<file path="config.mk">
export PLATFORM = sky130hd
export DESIGN_NAME = vga_pixel_fetch
export DESIGN_NICKNAME = d
export VERILOG_FILES = /design/src/rtl/vga_pixel_fetch.sv
export SDC_FILE = /design/constraint.sdc
export NUM_CORES = 1
export LEC_CHECK = 0
export CORE_MARGIN = 10
export CORE_UTILIZATION = 60
export DETAILED_ROUTE_END_ITERATION = 7
export PLACE_DENSITY = 0.79
export SLEW_MARGIN = 20
export SYNTH_ARGS = -nofsm -noshare
export SYNTH_HDL_FRONTEND = slang
export SYNTH_SLANG_ARGS = --single-unit
</file>
<file path="constraint.sdc">
create_clock -name vga_clk -period 3.58 [get_ports vga_clk]
set_input_delay 0.537 -clock vga_clk [delete_from_list [all_inputs] [get_ports vga_clk]]
set_output_delay 0.537 -clock vga_clk [all_outputs]
set_load 0.02 [all_outputs]
</file>
<file path="src/rtl/vga_pixel_fetch.sv">
// vga_pixel_fetch: streams one framebuffer per frame from a valid/ready
// memory port into a small prefetch FIFO. It drives registered RGB, syncs
// and blank, one cycle behind the sync generator outputs.
module vga_pixel_fetch #(
  parameter int unsigned COLORW       = 8,
  parameter int unsigned FRAME_PIXELS = 307200,
  parameter int unsigned ADDRW        = 19,
  parameter int unsigned BASE_ADDR    = 0,
  parameter int unsigned FIFO_DEPTH   = 16
) (
  input  logic                  vga_clk,
  input  logic                  rst,
  input  logic                  vga_hsync_in,
  input  logic                  vga_vsync_in,
  input  logic                  vga_video_on_in,
  output logic                  mem_req_valid,
  input  logic                  mem_req_ready,
  output logic [ADDRW-1:0]      mem_req_addr,
  input  logic                  mem_rsp_valid,
  input  logic [3*COLORW-1:0]   mem_rsp_data,
  output logic [COLORW-1:0]     vga_r,
  output logic [COLORW-1:0]     vga_g,
  output logic [COLORW-1:0]     vga_b,
  output logic                  vga_hsync,
  output logic                  vga_vsync,
  output logic                  vga_blank_n,
  output logic                  underflow,
  output logic                  underflow_sticky
);

  localparam int unsigned PIXW = 3 * COLORW;
  localparam int unsigned PTRW = $clog2(FIFO_DEPTH);
  localparam int unsigned CNTW = $clog2(FIFO_DEPTH + 1);
  localparam int unsigned REQW = $clog2(FRAME_PIXELS + 1);

  localparam logic [ADDRW-1:0] BASE      = ADDRW'(BASE_ADDR);
  localparam logic [REQW-1:0]  FRAME_CNT = REQW'(FRAME_PIXELS);
  localparam logic [CNTW:0]    DEPTH_LIM = (CNTW + 1)'(FIFO_DEPTH);

  typedef enum logic [1:0] {
    ST_IDLE,
    ST_FLUSH,
    ST_FETCH,
    ST_DONE
  } state_t;

  state_t            state_q, state_d;
  logic              req_valid_q, req_valid_d;
  logic [ADDRW-1:0]  req_addr_q, req_addr_d;
  logic [REQW-1:0]   req_cnt_q, req_cnt_d;
  logic [CNTW-1:0]   outstanding_q, outstanding_d;
  logic [CNTW-1:0]   count_q, count_d;
  logic [PTRW-1:0]   wr_ptr_q, wr_ptr_d;
  logic [PTRW-1:0]   rd_ptr_q, rd_ptr_d;
  logic [PIXW-1:0]   fifo_mem_q [FIFO_DEPTH];
  logic [PIXW-1:0]   rgb_q, rgb_d;
  logic              hsync_q, hsync_d;
  logic              vsync_q, vsync_d;
  logic              blank_n_q, blank_n_d;
  logic              underflow_q, underflow_d;
  logic              sticky_q, sticky_d;

  logic              fs;
  logic              accept;
  logic              in_fetch;
  logic              rsp_take;
  logic              push;
  logic              pop;
  logic              flush_exit;
  logic              credit_ok;
  logic              more_to_fetch;

  // Next-state logic for the fetch FSM, credit accounting, FIFO pointers and outputs
  always_comb begin
    // vsync_q doubles as the delayed vsync output and the edge-detect register
    fs         = vsync_q & ~vga_vsync_in;
    accept     = req_valid_q & mem_req_ready;
    in_fetch   = (state_q == ST_FETCH) || (state_q == ST_DONE);
    // Responses with nothing outstanding are stale (issued before a reset)
    rsp_take   = mem_rsp_valid & (outstanding_q != '0);
    push       = rsp_take & in_fetch;
    pop        = vga_video_on_in & in_fetch & (count_q != '0);
    flush_exit = (state_q == ST_FLUSH) && (outstanding_q == '0) && !req_valid_q;

    outstanding_d = outstanding_q;
    if (accept && !rsp_take) begin
      outstanding_d = outstanding_q + CNTW'(1);
    end else if (!accept && rsp_take) begin
      outstanding_d = outstanding_q - CNTW'(1);
    end

    count_d = count_q;
    if (push && !pop) begin
      count_d = count_q + CNTW'(1);
    end else if (!push && pop) begin
      count_d = count_q - CNTW'(1);
    end

    wr_ptr_d   = push ? wr_ptr_q + PTRW'(1) : wr_ptr_q;
    rd_ptr_d   = pop ? rd_ptr_q + PTRW'(1) : rd_ptr_q;
    req_addr_d = accept ? req_addr_q + ADDRW'(1) : req_addr_q;
    req_cnt_d  = accept ? req_cnt_q + REQW'(1) : req_cnt_q;

    underflow_d = vga_video_on_in & ~pop;
    sticky_d    = sticky_q | underflow_d;
    state_d     = state_q;

    unique case (state_q)
      ST_IDLE: begin
        if (fs) state_d = ST_FLUSH;
      end
      ST_FLUSH: begin
        if (flush_exit) begin
          state_d    = ST_FETCH;
          count_d    = '0;
          wr_ptr_d   = '0;
          rd_ptr_d   = '0;
          req_addr_d = BASE;
          req_cnt_d  = '0;
          sticky_d   = 1'b0;
        end
      end
      ST_FETCH, ST_DONE: begin
        if (fs) state_d = ST_FLUSH;
      end
      default: state_d = ST_IDLE;
    endcase

    // Credit uses next-cycle occupancy so a new request can follow an accept back-to-back
    credit_ok     = ({1'b0, count_d} + {1'b0, outstanding_d}) < DEPTH_LIM;
    more_to_fetch = req_cnt_d < FRAME_CNT;
    req_valid_d   = (req_valid_q & ~mem_req_ready) |
                    ((state_q == ST_FETCH) & ~fs & credit_ok & more_to_fetch);

    if ((state_q == ST_FETCH) && !fs && !more_to_fetch && !req_valid_d) begin
      state_d = ST_DONE;
    end

    rgb_d     = pop ? fifo_mem_q[rd_ptr_q] : '0;
    hsync_d   = vga_hsync_in;
    vsync_d   = vga_vsync_in;
    blank_n_d = vga_video_on_in;
  end

  // State, control and output registers with synchronous reset
  always_ff @(posedge vga_clk) begin
    if (rst) begin
      state_q       <= ST_IDLE;
      req_valid_q   <= 1'b0;
      req_addr_q    <= BASE;
      req_cnt_q     <= '0;
      outstanding_q <= '0;
      count_q       <= '0;
      wr_ptr_q      <= '0;
      rd_ptr_q      <= '0;
      rgb_q         <= '0;
      hsync_q       <= 1'b1;
      vsync_q       <= 1'b1;
      blank_n_q     <= 1'b0;
      underflow_q   <= 1'b0;
      sticky_q      <= 1'b0;
    end else begin
      state_q       <= state_d;
      req_valid_q   <= req_valid_d;
      req_addr_q    <= req_addr_d;
      req_cnt_q     <= req_cnt_d;
      outstanding_q <= outstanding_d;
      count_q       <= count_d;
      wr_ptr_q      <= wr_ptr_d;
      rd_ptr_q      <= rd_ptr_d;
      rgb_q         <= rgb_d;
      hsync_q       <= hsync_d;
      vsync_q       <= vsync_d;
      blank_n_q     <= blank_n_d;
      underflow_q   <= underflow_d;
      sticky_q      <= sticky_d;
    end
  end

  // Prefetch storage; contents need no reset since occupancy is tracked separately
  always_ff @(posedge vga_clk) begin
    if (push) begin
      fifo_mem_q[wr_ptr_q] <= mem_rsp_data;
    end
  end

  assign mem_req_valid    = req_valid_q;
  assign mem_req_addr     = req_addr_q;
  assign vga_r            = rgb_q[PIXW-1 -: COLORW];
  assign vga_g            = rgb_q[2*COLORW-1 -: COLORW];
  assign vga_b            = rgb_q[COLORW-1:0];
  assign vga_hsync        = hsync_q;
  assign vga_vsync        = vsync_q;
  assign vga_blank_n      = blank_n_q;
  assign underflow        = underflow_q;
  assign underflow_sticky = sticky_q;

endmodule

</file>
==> impl_results.rst, run 1 <==
.. list-table::
   :header-rows: 1

   * - Metric
     - Value
   * - Max-cap violation count
     - 0
   * - Antenna Cells
     - 0
   * - Master of the slowest instance on the critical path
     - or4b_1
   * - # rows
     - 63
   * - Total clock sinks
     - 472
   * - Number of pins with negative max-slew slack in the final report
     - 0
   * - Clock Path Buffers
     - 3
   * - CORE AREA
     - 0.0299 mm2
   * - TritonCTS clock tree
     - built
   * - Growth of design area from synthesis to finish
     - 16.5%
   * - Critical path capture point type
     - flop
   * - Total nets after synthesis
     - 1,017
   * - Top delay family on crit path
     - simple AND/OR/NAND/NOR gates
   * - Arrival time worst endpoint
     - 3.69 ns
   * - Nets@finish
     - 1,144
   * - Sum of buffers and inverters on the critical path
     - 1
   * - Via count of the first global-routing pass
     - 9,845
   * - Max incr delay on CP
     - 0.50 ns
   * - Clock root cell
     - clkbuf_16
   * - Power density over the cells
     - 538 mW/mm2
   * - DRC
     - 0
   * - Crit path top cell by count
     - nand2_1
   * - Count of different cell masters after synthesis
     - 53
   * - Starting DRT DRC Count
     - 798
   * - Outcome
     - completed
   * - Post-synthesis sequential area ratio
     - 72.6%
   * - Total via count after detailed routing
     - 9,393
   * - Dpl cell area
     - 0.0199 mm2
   * - Number of nets with antenna violations after detailed routing
     - 0
   * - Die width
     - 195 um
   * - Initial antenna violation count
     - 0
   * - Worst min path class
     - flop to flop
   * - Overall die area
     - 0.0379 mm2
   * - Iteration count of the initial detailed-routing pass
     - 5
   * - Final hold vios
     - 0
   * - Avg Cell Area, Syn
     - 18.9 um2
   * - Count of cells resized by post-cts repair
     - 0
   * - Routability congestion estimate from global placement
     - 0.804
   * - Synth Instances
     - 970
   * - Drt wl/cell
     - 25.1 um
   * - Slew @ Worst Pin
     - 1.10 ns
   * - Setup fix buffers added after clock tree synthesis
     - 0
   * - Largest net degree at the start of global routing
     - 43
   * - Die Span Y
     - 195 um
   * - Overall routing resource usage
     - 20.4%
   * - Synthesized flop and latch total
     - 472
   * - Critical-path maximum fanout
     - 6
   * - Cells after DPL
     - 1,439
   * - Clock period minus final worst setup slack
     - 3.20 ns
   * - Via count normalized by instance count
     - 6.17
   * - Synthesized area
     - 0.0183 mm2
   * - RSZ-0062 raised after global routing
     - false
   * - Clock H-tree levels
     - 2
   * - Max-slew headroom at the worst pin
     - 26.8%
   * - Startpoint type of the worst setup path
     - flop
   * - TritonCTS buffer count
     - 46
   * - PortBufs
     - 79
   * - Most used DFF post-synth
     - edfxtp_1
   * - Maximum clock skew at final layout
     - 0.0154 ns
   * - Global route total overflow
     - 0
   * - Setup violation total in the final timing report
     - 0
   * - Worst setup path category
     - flop to flop
   * - Hold buffers post-CTS
     - 0
   * - Req. time, crit path
     - 4.07 ns
   * - Fraction of the cycle the final worst path needs
     - 89.4%
   * - Number of enable-type register cells in the synthesized netlist
     - 384
   * - Yosys warnings
     - 0
   * - Post-DP HPWL
     - 22.4 mm
   * - Timing-limited maximum frequency
     - 0.313 GHz
   * - Cell leakage power
     - 6.91 nW
   * - Global-route wire length before repair
     - 59.8 mm
   * - Clock network latency to the later pin of the worst-skew pair
     - 0.56 ns
   * - Crit-path cells
     - inv_1, ha_1, or4b_1, nand2_1, nand2_1, o41ai_1, xor2_1, and2_1, ha_1, nor4_1, nand2_1, nor3_1, a21oi_1, o2bb2ai_1
   * - Initial cell density of the core
     - 61.3%
   * - Final design instance area without fill
     - 0.0213 mm2
   * - Clock transition at the register clock pins on the worst setup and hold paths after CTS
     - 0.06 ns
   * - Ys async rst share
     - 0%
   * - Number of ports placed on the die boundary
     - 80
   * - Final standard cell count with taps included and fillers excluded
     - 1,522
   * - Hold slack final
     - 0.455 ns
   * - Share of final-layout standard cells stronger than drive strength 1
     - 22.6%
   * - Highest ir drop seen on vdd
     - 0.430 mV
   * - Detailed Route WL
     - 38.1 mm
   * - Util after Layout
     - 71.4%
   * - TNS Setup
     - 0 ns
## stage by stage
step                setup slack (ns)  total power [mW]
CTS                            0.448              11.5
detailed placement             0.270              6.89
global placement               0.313              6.87
global route                   0.101              11.9
floorplan                      0.780              6.64
finish                         0.381              11.5
## path summary, 6_finish.rpt
kind / start / slack (ns) / cells past startpoint / to
max: outstanding_q[0] / 0.38 / 14 / mem_req_valid
max reg2reg: outstanding_q[0] / 0.38 / 14 / mem_req_valid
min: underflow_sticky / 0.46 / 2 / underflow_sticky
min reg2reg: underflow_sticky / 0.46 / 2 / underflow_sticky
## power by group
group          switching, mW  internal [mW]  total, mW
Clock                   1.97           2.71       4.68
Sequential            0.0688           5.99       6.06
Combinational          0.411          0.312      0.723
Total                   2.45           9.01       11.5
## cells in the final DEF (no fill, tap or decap), drive strengths merged, types with 4 or more instances in the layout
master	n
inv	10
buf	46
clkbuf	57
dfxtp	88
and2	23
o21ai	10
bufinv	4
edfxtp	384
nand4	12
nand3	18
nand2	35
mux4	120
and4	5
or3	4
nor4	5
a21oi	16
or2	4
xor2	28
clkinv	18
nor3	7
ha	16
clkdlybuf4s50	79
and3	33
xnor2	19
nor2	58
## state kept, by name, indices dropped and copies added (netlist names), 2 cells and up
signal         count
count_q            5
state_q            2
wr_ptr_q           4
mem_req_addr      19
fifo_mem_q       384
rgb_q             24
rd_ptr_q           4
outstanding_q      5
req_cnt_q         19
## synthesized netlist by cell type (all sizes together), types with 18 or more instances
cell type	n	share of area [%]
and2	23	0.79
and3	33	1.1
clkbuf	32	0.71
dfxtp	88	9.6
edfxtp	384	63
mux4	120	15
nand2	35	0.72
nand3	18	0.49
nor2	58	1.2
xnor2	19	0.91
xor2	28	1.3
## layout make-up
class	instances	area (um2)
Sequential cell	472	13300
Multi-Input combinational cell	444	4780
Inverter	8	30.0
Tap cell	390	488
Clock buffer	57	1210
Fill cell	1784	8560
Clock inverter	26	255
Timing Repair Buffer	125	1250
## metal layers
layer / up-vias / routed length (um) / track usage, %
met5: - / 0 / 0
met4: 0 / 840 / 6.05
met3: 64 / 2580 / 3.75
met2: 350 / 19400 / 33.9
met1: 4858 / 15300 / 27.0
li1: 4121 / - / -
## cell families after synthesis
group                    count (synthesis)  synth area share, %
AND/OR/NAND/NOR                        220                 6.60
multiplexers                           121                 14.8
adder cells (fa/ha/maj)                 16                 1.09
AO/OA/AOI/OAI                           40                 1.35
XOR/XNOR                                47                 2.25
buffers and inverters                   54                 1.25
flip-flops                             472                 72.6
## worst register-to-register path, stage by stage (launching register included)
cell       delay [ns]
dfxtp_1          0.36
inv_1            0.10
ha_1             0.17
or4b_1           0.50
nand2_1          0.22
nand2_1          0.14
o41ai_1          0.37
xor2_1           0.14
and2_1           0.19
ha_1             0.17
nor4_1           0.29
nand2_1          0.11
nor3_1           0.16
a21oi_1          0.10
o2bb2ai_1        0.12
Note: power is estimated with default switching activity, not from simulation.
==> run 2: changes to the inputs <==
Settings changed: CORE_UTILIZATION 60 to 63, CTS_BUF_LIST set to sky130_fd_sc_hd__clkbuf_8, PLACE_DENSITY 0.79 to 0.82.
==> impl_results.rst, run 2 (synthesis gave the netlist of run 1 again) <==
.. list-table::
   :header-rows: 1

   * - Metric
     - Value
   * - Fraction of the cycle the final worst path needs
     - 87.3% (was 89.4%)
   * - Global route total overflow
     - 0 (unchanged)
   * - Outcome
     - completed (unchanged)
   * - Wire length on met3
     - 2.66 mm (was 2.58 mm)
   * - # rows
     - 62 (was 63)
   * - Critical path capture point type
     - flop (unchanged)
   * - Clock transition at the register clock pins on the worst setup and hold paths after CTS
     - 0.06 ns (about the same)
   * - Number of stages on the worst hold path
     - 2 (unchanged)
   * - Routed length on met2
     - 18.9 mm (was 19.4 mm)
   * - Number of nets with antenna violations after detailed routing
     - 0 (unchanged)
   * - Power density over the cells
     - 522 mW/mm2 (was 538 mW/mm2)
   * - Req. time, crit path
     - 4.10 ns (was 4.07 ns)
   * - Routability congestion estimate from global placement
     - 0.855 (was 0.804)
   * - Via count of the first global-routing pass
     - 10,000 (was 9,845)
   * - Combinational share of power
     - 6.5% (was 6.3%)
   * - TritonCTS buffer count
     - 74 (was 46)
   * - Sum of buffers and inverters on the critical path
     - 1 (unchanged)
   * - Commonest non-fill, non-tap cells in the layout
     - 384 x edfxtp_1, 120 x mux4_2, 87 x clkbuf_8 (was 384 x edfxtp_1, 120 x mux4_2, 85 x dfxtp_1)
   * - Max layer used
     - met4 (unchanged)
   * - Number of pins with negative max-slew slack in the final report
     - 0 (unchanged)
   * - Timing-limited maximum frequency
     - 0.320 GHz (was 0.313 GHz)
   * - Clock period minus final worst setup slack
     - 3.12 ns (was 3.20 ns)
   * - R2R setup slack
     - 0.46 ns (was 0.38 ns)
   * - Clock root cell
     - clkbuf_8 (was clkbuf_16)
   * - WHS Endpoint
     - underflow_sticky (unchanged)
   * - Net switching power figure
     - 2.51 mW (was 2.45 mW)
   * - Final hold vios
     - 0 (unchanged)
   * - Setup fix buffers added after clock tree synthesis
     - 0 (unchanged)
   * - Worst setup path category
     - flop to flop (unchanged)
   * - Flip-flop count of the largest register, all copies and words added
     - 384 (unchanged)
   * - TNS Setup
     - 0 ns (unchanged)
   * - Detailed Route WL
     - 37.8 mm (was 38.1 mm)
   * - Crit path top cell by count
     - nand2_1 (unchanged)
   * - TritonCTS clock tree
     - built (unchanged)
   * - Capture instance of the worst register-to-register path
     - mem_req_valid (unchanged)
   * - Largest net degree at the start of global routing
     - 40 (was 43)
   * - Util after Layout
     - 74.1% (was 71.4%)
   * - Max-slew headroom at the worst pin
     - 21.3% (was 26.8%)
   * - Cell count of the worst reg-to-reg path
     - 14 (unchanged)
   * - CORE AREA
     - 0.0287 mm2 (was 0.0299 mm2)
   * - Starting DRT DRC Count
     - 908 (was 798)
   * - Initial cell density of the core
     - 63.8% (was 61.3%)
   * - Die width
     - 190 um (was 195 um)
   * - Commonest non-fill, non-tap cell in the layout
     - edfxtp_1 (unchanged)
   * - Global-route wire length before repair
     - 59.0 mm (was 59.8 mm)
   * - Iteration count of the initial detailed-routing pass
     - 5 (unchanged)
   * - Crit-path cells
     - inv_1, ha_1, or4b_1, nand2_1, nand2_1, o41ai_1, xor2_1, and2_1, ha_1, nor4_1, nand2_1, nor3_1, a21oi_1, o2bb2ai_1 (unchanged)
   * - Met1 wire length
     - 15.3 mm (about the same)
   * - Launch instance of the worst register-to-register path
     - outstanding_q[0] (unchanged)
   * - Share of final-layout standard cells stronger than drive strength 1
     - 24.5% (was 22.6%)
   * - Arrival time worst endpoint
     - 3.65 ns (was 3.69 ns)
   * - Top delay family on crit path
     - simple AND/OR/NAND/NOR gates (unchanged)
   * - Worst min path class
     - flop to flop (unchanged)
   * - Initial antenna violation count
     - 0 (unchanged)
   * - Overall die area
     - 0.0363 mm2 (was 0.0379 mm2)
   * - Launch point of the worst hold path
     - underflow_sticky (unchanged)
   * - Master of the slowest instance on the critical path
     - or4b_1 (unchanged)
   * - PortBufs
     - 79 (unchanged)
   * - Critical-path maximum fanout
     - 6 (unchanged)
   * - Number of ports placed on the die boundary
     - 80 (unchanged)
   * - Max incr delay on CP
     - 0.49 ns (was 0.50 ns)
   * - Count of cells resized by post-cts repair
     - 0 (unchanged)
   * - Overall routing resource usage
     - 21.3% (was 20.4%)
   * - Highest ir drop seen on vdd
     - 0.476 mV (was 0.430 mV)
   * - Cell leakage power
     - 7.04 nW (was 6.91 nW)
   * - Total via count after detailed routing
     - 9,544 (was 9,393)
   * - Hold buffers post-CTS
     - 0 (unchanged)
   * - Antenna Cells
     - 0 (unchanged)
   * - Drt wl/cell
     - 24.1 um (was 25.1 um)
   * - Clock network latency to the later pin of the worst-skew pair
     - 0.60 ns (was 0.56 ns)
   * - Largest registers ranked by flip-flop count
     - fifo_mem_q (384), rgb_q (24) (unchanged)
   * - Proportion of power drawn by the clock network
     - 39.0% (was 40.8%)
   * - Setup violation total in the final timing report
     - 0 (unchanged)
   * - Post-DP HPWL
     - 22.9 mm (was 22.4 mm)
   * - Slew @ Worst Pin
     - 1.18 ns (was 1.10 ns)
   * - Number of inserted filler cells in the final layout
     - 1,611 (was 1,784)
   * - Via count normalized by instance count
     - 6.08 (was 6.17)
   * - Startpoint type of the worst setup path
     - flop (unchanged)
   * - Top reg by flops
     - fifo_mem_q (unchanged)
   * - Clock H-tree levels
     - 3 (was 2)
   * - Clock Path Buffers
     - 3 (unchanged)
   * - Int Pwr
     - 8.60 mW (was 9.01 mW)
   * - DRC
     - 0 (unchanged)
   * - Growth of design area from synthesis to finish
     - 16.3% (was 16.5%)
   * - Total clock sinks
     - 472 (unchanged)
   * - Maximum clock skew at final layout
     - 0.0309 ns (was 0.0154 ns)
   * - Max-cap violation count
     - 0 (unchanged)
   * - RSZ-0062 raised after global routing
     - false (unchanged)
   * - Fraction of power spent switching nets
     - 22.6% (was 21.4%)
   * - Nets@finish
     - 1,171 (was 1,144)
   * - Die Span Y
     - 190 um (was 195 um)
   * - Sequential share of power
     - 54.6% (was 52.9%)
[run 2: cell types whose count changed in the layout (fill, tap and decap cells not counted)]
cell	delta
buf_4	-1
inv_6	+1
inv_1	+27
clkinv_1	+1
clkbuf_16	-46
bufinv_16	-3
clkbuf_8	+85
inv_8	+1
inv_16	-1
clkinv_2	-1
clkinv_8	-1
clkbuf_1	-9
[run 2: power by group through the flow]
stage               Clock, mW  Combinational [mW]  Sequential (mW)
floorplan                   0               0.471             6.17
global placement            0               0.696             6.17
detailed placement          0               0.712             6.18
CTS                      4.42               0.719             6.06
global route             4.66               0.797             6.07
finish                   4.33               0.718             6.06
[run 2: worst max path at each step]
| stage | slack [ns] | cells past startpoint | startpoint | endpoint |
|---|---|---|---|---|
| 4_1_cts | 0.52 | 14 | outstanding_q[0] | mem_req_valid |
| 2_1_floorplan | 0.78 | 15 | outstanding_q[0] | mem_req_valid |
| 3_3_place_gp | 0.32 | 12 | vga_video_on_in | mem_req_valid |
| 6_report | 0.46 | 14 | outstanding_q[0] | mem_req_valid |
| 5_1_grt | 0.13 | 15 | count_q[0] | mem_req_valid |
| 3_5_place_dp | 0.31 | 12 | vga_video_on_in | mem_req_valid |
[run 2: per-layer routing]
layer / GRT usage, % / up-vias
li1: - / 4186
met4: 8.06 / 0
met5: 0 / -
met2: 34.2 / 401
met3: 4.48 / 69
met1: 28.6 / 4888
[run 2: final cells by class]
type | count | area, um2 | area share [%]
Multi-Input combinational cell | 444 | 4780 | 22.5
Timing Repair Buffer | 124 | 1240 | 5.83
Tap cell | 384 | 480 | 2.26
Clock buffer | 87 | 1200 | 5.63
Clock inverter | 50 | 249 | 1.17
Inverter | 8 | 30.0 | 0.141
Sequential cell | 472 | 13300 | 62.5
[run 2: through the flow]
stage	power, mW	hold slack [ns]	area [um2]	setup slack (ns)	cells
after floorplan	6.64	0.453	18300	0.780	970
after global routing	11.5	0.501	21300	0.129	1569
after global placement	6.87	0.437	19800	0.317	1432
after detailed placement	6.89	0.443	19800	0.308	1432
after CTS	11.2	0.458	21300	0.525	1569
final	11.1	0.461	21300	0.455	1569
[run 2: tightest hold or removal path: stages (launching register included)]
cell     delay [ns]
dfxtp_1        0.31
inv_1          0.05
a21oi_1        0.05
